$ cat src/rtl/clock_pkg.sv
// Shared constants and time-of-day record for the digital clock controller.
package clock_pkg;

    localparam int SEC_MAX     = 59;
    localparam int MIN_MAX     = 59;
    localparam int HOUR_MAX    = 23;
    localparam int HOUR12_NOON = 12;

    // Default field width; the top module re-declares the same layout at its own W.
    localparam int TIME_W = 8;

    typedef struct packed {
        logic [TIME_W-1:0] hour;
        logic [TIME_W-1:0] minute;
        logic [TIME_W-1:0] sec;
    } time_t;

endpackage

$ cat src/rtl/tick_prescaler.sv
// Divides the system clock down to a one-second tick; freezes while run=0.
module tick_prescaler #(
    parameter int CLK_DIV = 4,
    parameter int DIV_W   = $clog2(CLK_DIV + 1)
) (
    input  logic clk,
    input  logic reset,
    input  logic run,
    input  logic clear,
    output logic tick
);

    logic [DIV_W-1:0] r_cnt;
    logic             w_wrap;

    assign w_wrap = (r_cnt == DIV_W'(CLK_DIV - 1));
    assign tick   = run && w_wrap && !clear;

    always_ff @(posedge clk or posedge reset) begin
        if (reset) begin
            r_cnt <= '0;
        end else if (clear) begin
            r_cnt <= '0;
        end else if (run) begin
            r_cnt <= w_wrap ? '0 : r_cnt + DIV_W'(1);
        end
    end

endmodule

$ cat src/rtl/digital_clock_ctrl.sv
// HH:MM:SS timekeeper with prescaler, checked load, 12-hour view, carry strobes and alarm.
module digital_clock_ctrl
    import clock_pkg::*;
#(
    parameter int CLK_DIV = 4,
    parameter int W       = 8,
    parameter int DIV_W   = $clog2(CLK_DIV + 1)
) (
    input  logic         clk,
    input  logic         reset,
    input  logic         run,
    input  logic         load,
    input  logic [W-1:0] load_hour,
    input  logic [W-1:0] load_min,
    input  logic [W-1:0] load_sec,
    input  logic         alarm_en,
    input  logic [W-1:0] alarm_hour,
    input  logic [W-1:0] alarm_min,
    output logic [W-1:0] sec,
    output logic [W-1:0] minute,
    output logic [W-1:0] hour,
    output logic [W-1:0] hour12,
    output logic         pm,
    output logic         sec_tick,
    output logic         min_tick,
    output logic         hour_tick,
    output logic         day_tick,
    output logic         alarm_hit,
    output logic         load_err
);

    typedef struct packed {
        logic [W-1:0] hour;
        logic [W-1:0] minute;
        logic [W-1:0] sec;
    } hms_t;

    localparam logic [W-1:0] L_SEC_MAX  = W'(SEC_MAX);
    localparam logic [W-1:0] L_MIN_MAX  = W'(MIN_MAX);
    localparam logic [W-1:0] L_HOUR_MAX = W'(HOUR_MAX);
    localparam logic [W-1:0] L_NOON     = W'(HOUR12_NOON);

    hms_t         r_time;
    logic [W-1:0] r_hour12;
    logic         r_pm;
    logic         r_sec_tick, r_min_tick, r_hour_tick, r_day_tick;
    logic         r_alarm_hit, r_load_err;

    hms_t         w_nxt;
    logic [W-1:0] w_hour12;
    logic         w_tick, w_load_ok;
    logic         w_sec_tick, w_min_tick, w_hour_tick, w_day_tick;
    logic         w_alarm_hit, w_load_err;

    assign w_load_ok = (load_hour <= L_HOUR_MAX) && (load_min <= L_MIN_MAX) &&
                       (load_sec <= L_SEC_MAX);

    // Any load freezes the prescaler; only an accepted one restarts the second.
    tick_prescaler #(
        .CLK_DIV (CLK_DIV),
        .DIV_W   (DIV_W)
    ) u_prescaler (
        .clk   (clk),
        .reset (reset),
        .run   (run && !load),
        .clear (load && w_load_ok),
        .tick  (w_tick)
    );

    always_comb begin
        w_nxt       = r_time;
        w_sec_tick  = 1'b0;
        w_min_tick  = 1'b0;
        w_hour_tick = 1'b0;
        w_day_tick  = 1'b0;
        if (load) begin
            if (w_load_ok) begin
                w_nxt.hour   = load_hour;
                w_nxt.minute = load_min;
                w_nxt.sec    = load_sec;
            end
        end else if (w_tick) begin
            w_sec_tick = 1'b1;
            if (r_time.sec == L_SEC_MAX) begin
                w_nxt.sec  = '0;
                w_min_tick = 1'b1;
                if (r_time.minute == L_MIN_MAX) begin
                    w_nxt.minute = '0;
                    w_hour_tick  = 1'b1;
                    if (r_time.hour == L_HOUR_MAX) begin
                        w_nxt.hour = '0;
                        w_day_tick = 1'b1;
                    end else begin
                        w_nxt.hour = r_time.hour + W'(1);
                    end
                end else begin
                    w_nxt.minute = r_time.minute + W'(1);
                end
            end else begin
                w_nxt.sec = r_time.sec + W'(1);
            end
        end

        w_load_err  = load && !w_load_ok;
        w_alarm_hit = w_tick && !load && alarm_en && (w_nxt.sec == '0) &&
                      (w_nxt.minute == alarm_min) && (w_nxt.hour == alarm_hour);

        if (w_nxt.hour == '0) begin
            w_hour12 = L_NOON;
        end else if (w_nxt.hour > L_NOON) begin
            w_hour12 = w_nxt.hour - L_NOON;
        end else begin
            w_hour12 = w_nxt.hour;
        end
    end

    always_ff @(posedge clk or posedge reset) begin
        if (reset) begin
            r_time      <= '0;
            r_hour12    <= L_NOON;
            r_pm        <= 1'b0;
            r_sec_tick  <= 1'b0;
            r_min_tick  <= 1'b0;
            r_hour_tick <= 1'b0;
            r_day_tick  <= 1'b0;
            r_alarm_hit <= 1'b0;
            r_load_err  <= 1'b0;
        end else begin
            r_time      <= w_nxt;
            r_hour12    <= w_hour12;
            r_pm        <= (w_nxt.hour >= L_NOON);
            r_sec_tick  <= w_sec_tick;
            r_min_tick  <= w_min_tick;
            r_hour_tick <= w_hour_tick;
            r_day_tick  <= w_day_tick;
            r_alarm_hit <= w_alarm_hit;
            r_load_err  <= w_load_err;
        end
    end

    assign sec       = r_time.sec;
    assign minute    = r_time.minute;
    assign hour      = r_time.hour;
    assign hour12    = r_hour12;
    assign pm        = r_pm;
    assign sec_tick  = r_sec_tick;
    assign min_tick  = r_min_tick;
    assign hour_tick = r_hour_tick;
    assign day_tick  = r_day_tick;
    assign alarm_hit = r_alarm_hit;
    assign load_err  = r_load_err;

endmodule

$ cat config.mk
export PLATFORM = sky130hd
export DESIGN_NAME = digital_clock_ctrl
export DESIGN_NICKNAME = d
export VERILOG_FILES = /design/src/rtl/clock_pkg.sv /design/src/rtl/tick_prescaler.sv /design/src/rtl/digital_clock_ctrl.sv
export SDC_FILE = /design/constraint.sdc
export NUM_CORES = 1
export LEC_CHECK = 0
export ABC_AREA = 1
export CAP_MARGIN = 25
export CORE_ASPECT_RATIO = 0.9
export CORE_MARGIN = 10
export CORE_UTILIZATION = 45
export DETAILED_ROUTE_END_ITERATION = 8
export PLACE_DENSITY = 0.74
export RECOVER_POWER = 100
export SYNTH_ARGS = -nofsm -noshare
export SYNTH_HDL_FRONTEND = slang
export SYNTH_SLANG_ARGS = --single-unit
$ cat constraint.sdc
create_clock -name clk -period 3.41 [get_ports clk]
set_clock_uncertainty 0.05 [all_clocks]
set_input_delay 0.5115 -clock clk [delete_from_list [all_inputs] [get_ports clk]]
set_output_delay 0.5115 -clock clk [all_outputs]
set_load 0.02 [all_outputs]
==> results of run 1 <==
-- Yosys cell counts (all sizes together) --
master,n
nor2,64
clkbuf,2
and2,1
buf,6
nor3,6
nand2,180
ha,6
nand4,19
o211ai,2
o21ai,8
nand3,69
dfstp,2
o21bai,1
inv,84
xor2,2
or2,1
nand3b,7
dfrtp,40
a21oi,12
-- final cells by class --
cell class / count / area, um2 / share of cell area
inverters: 84 / 320 / 0.0750
well taps: 93 / 116 / 0.0272
repair buffers: 92 / 891 / 0.209
flip-flops and latches: 42 / 1050 / 0.247
multi-input cells: 378 / 1780 / 0.417
clock buffers: 6 / 72.6 / 0.0170
clock inverters: 2 / 37.5 / 0.00879
-- layout by cell type (no fill, tap or decap) --
cell | synthesis | routed
a21oi_1 | 11 | 11
a21oi_2 | 1 | 1
and2_0 | 0 | 1
buf_4 | 0 | 7
bufinv_16 | 0 | 1
clkbuf_1 | 2 | 3
clkbuf_8 | 0 | 5
clkdlybuf4s50_1 | 0 | 42
clkinvlp_4 | 0 | 1
dfrtp_1 | 40 | 40
dfstp_2 | 2 | 2
dlygate4sd3_1 | 0 | 41
ha_1 | 6 | 6
inv_1 | 77 | 78
inv_2 | 5 | 4
inv_4 | 2 | 2
nand2_1 | 167 | 172
nand2_2 | 9 | 7
nand2_4 | 4 | 1
nand3_1 | 69 | 69
nand3b_1 | 7 | 7
nand4_1 | 19 | 19
nor2_1 | 55 | 55
nor2_2 | 3 | 3
nor2_4 | 5 | 5
nor2_8 | 1 | 1
nor3_1 | 5 | 6
o211ai_1 | 2 | 2
o21ai_0 | 7 | 8
o21bai_1 | 1 | 1
or2_1 | 1 | 1
xor2_1 | 2 | 2
-- logic make-up after synthesis --
family	synth area share
compound gates	0.0391
flops	0.326
fa+ha+maj	0.0232
buf+inv	0.113
xor+xnor	0.00542
simple gates	0.493
-- critical path, stage by stage, from the launching register on --
cell     delay, ns
dfrtp_1       0.47
ha_1          0.33
nand3_1       0.16
nor2_4        0.25
nand2_1       0.35
a21oi_1       0.25
nand2_1       0.07
nand2_1       0.20
inv_1         0.13
nor2_4        0.13
nand2_2       0.08
nor2_4        0.16
nand2_2       0.11
nand3_1       0.10
nand2_1       0.05
-- layer usage --
layer | share of wire | wire length, um | track usage | up-vias
met5 | 0 | 0 | 0 | -
met1 | 0.42 | 4510 | 0.253 | 1650
li1 | - | - | - | 1789
met3 | 0.10 | 1100 | 0.0378 | 25
met2 | 0.46 | 4900 | 0.321 | 190
met4 | 0.023 | 248 | 0.0800 | 0
-- final timing paths --
| kind | startpoint | to | slack, ns | cells past startpoint |
|---|---|---|---|---|
| setup / recovery | sec[0] | hour12[7] | 0.42 | 14 |
| hold / removal | u_prescaler.r_cnt[2] | u_prescaler.r_cnt[2] | 0.45 | 2 |
| setup reg to reg | sec[0] | hour12[7] | 0.42 | 14 |
| hold reg to reg | u_prescaler.r_cnt[2] | u_prescaler.r_cnt[2] | 0.45 | 2 |
| max in group asynchronous | reset | minute[7] | 1.47 | 3 |
| min in group asynchronous | reset | hour12[0] | 0.71 | 2 |
-- per-stage QoR --
stage                     instances  setup slack [ns]
final                           697             0.420
after CTS                       697             0.675
after global routing            697             0.188
after floorplan                 512              1.07
after detailed placement        689             0.371
after global placement          689             0.463
-- registers in the layout, summed over array words and instances (netlist names) --
name,count
hour,8
sec_tick,1
hour12,8
alarm_hit,1
sec,8
min_tick,1
u_prescaler.r_cnt,3
minute,8
load_err,1
day_tick,1
hour_tick,1
pm,1
-- power breakdown --
| part | total, mW | internal [mW] | switching [mW] |
|---|---|---|---|
| sequential | 0.673 | 0.584 | 0.0886 |
| combinational | 0.730 | 0.286 | 0.444 |
| clock | 0.399 | 0.219 | 0.180 |
| total | 1.80 | 1.09 | 0.713 |
==> impl_results.md, run 1 <==
* Initial Util at 0.461
* Gate count of the mapped netlist at 512
* Gr ovfl total at 0
* Yosys top cell by area: dfrtp_1
* GPL Wtd Cong at 0.916
* DRC Markers at 0
* CTS tree: done
* IO buf count at 83
* First-pass GRT wire length at 17,700 um
* Wirelength, routed at 10,800 um
* CP Capture Type: register
* Iteration-0 DRC Markers at 308
* CTS max path bufs at 2
* Clk Latency, worst-skew pair at 0.30 ns
* Post_cts resized at 0
* Part of the cycle the worst path needs at 0.877
* Avg Inst Size Synth at 6.31 um2
* Placed instance area at 4200 um2
* Worst slew pin tran at 0.770 ns
* CP required at 3.56 ns
* Slew Viols, Final at 0
* # nets final at 654
* I/O pins at 84
* Kind of critical path: register to register
* Post CTS Setup Buffer Count at 0
* Remaining antenna violation count after routing at 0
* Seq/Total Area, Yosys at 0.326
* Post-synth cell types at 30
* Sink Count at 42
* Core footprint at 7000 um2
* Syn Std Cell Area at 3230 um2
* Cts hold-fix bufs at 0
* Die Width at 109 um
* Final setup violation count at 0
* DR WL/cell at 15.4 um
* Tot Pwr at 1.80 mW
* Worst Hold Class: register to register
* Setup TNS at 0 ns
* Largest net degree at the start of global routing at 18
* Die Y at 100 um
* Relative slew slack at 0.487
* Max FO, Critical Path at 10
* CTS Root Buffer Type: clkbuf_8
* Run status: complete, no violations
* Fillers at 666
* Synth top area cells: dfrtp_1, nand2_1, nand3_1, inv_1, nor2_1
* Fmax at 0.334 GHz
* Vias in the first global route at 3,635
* PD cells at 422 nW/um2
* Drt pass-1 iters at 5
* Final hold viol count at 0
* Top cell type's share of synthesized area at 0.310
* H-tree depth at 2
* Detailed-route via count at 3,654
* Final Critical Period at 2.99 ns
* Final Util at 0.610
* HPWL Detailed at 8470 um
* RSZ-0062 raised after global routing: no
* Reg clk slew, reported paths at 0.08 ns
* Max VDD drop at 0.314 mV
* Synth Register Bits at 42
* Initial antenna violation count at 0
* Total GRT Usage at 0.198
* Die area at 11,000 um2
* Antenna cells at 0
* Arrival time of the worst setup path at 3.14 ns
* Share of layout cells above drive strength 1 at 0.0662
* Mapped Nets at 563
* Synth-to-Final Area Change at 32.2%
* Finished Cell Area at 4270 um2
* Synth Warn # at 0
* CTS Buf Count at 5
* Via density at 5.24
* Num rows at 29
* WHS at 0.452 ns
* Critical Path Source Type: register
* Max Cap Viol at 0
* Leakage Power at 2.25 nW
(Power assumes the default switching activity.)
==> run 2: changes to the inputs <==
--- a/config.mk
+++ b/config.mk
@@ -11,6 +11,7 @@
 export CORE_MARGIN = 10
 export CORE_UTILIZATION = 45
 export DETAILED_ROUTE_END_ITERATION = 8
+export GPL_ROUTABILITY_DRIVEN = 1
 export PLACE_DENSITY = 0.74
 export RECOVER_POWER = 100
 export SYNTH_ARGS = -nofsm -noshare
==> results of run 2 <==
The final DEF is identical to that of run 1; final timing and power are the same.
==> run 3: changes to the inputs <==
--- a/config.mk
+++ b/config.mk
@@ -6,6 +6,7 @@
 export NUM_CORES = 1
 export LEC_CHECK = 0
 export ABC_AREA = 1
+export ABC_CLOCK_PERIOD_IN_PS = 3410
 export CAP_MARGIN = 25
 export CORE_ASPECT_RATIO = 0.9
 export CORE_MARGIN = 10
==> results of run 3 <==
The final DEF is identical to that of run 1; final timing and power are the same.
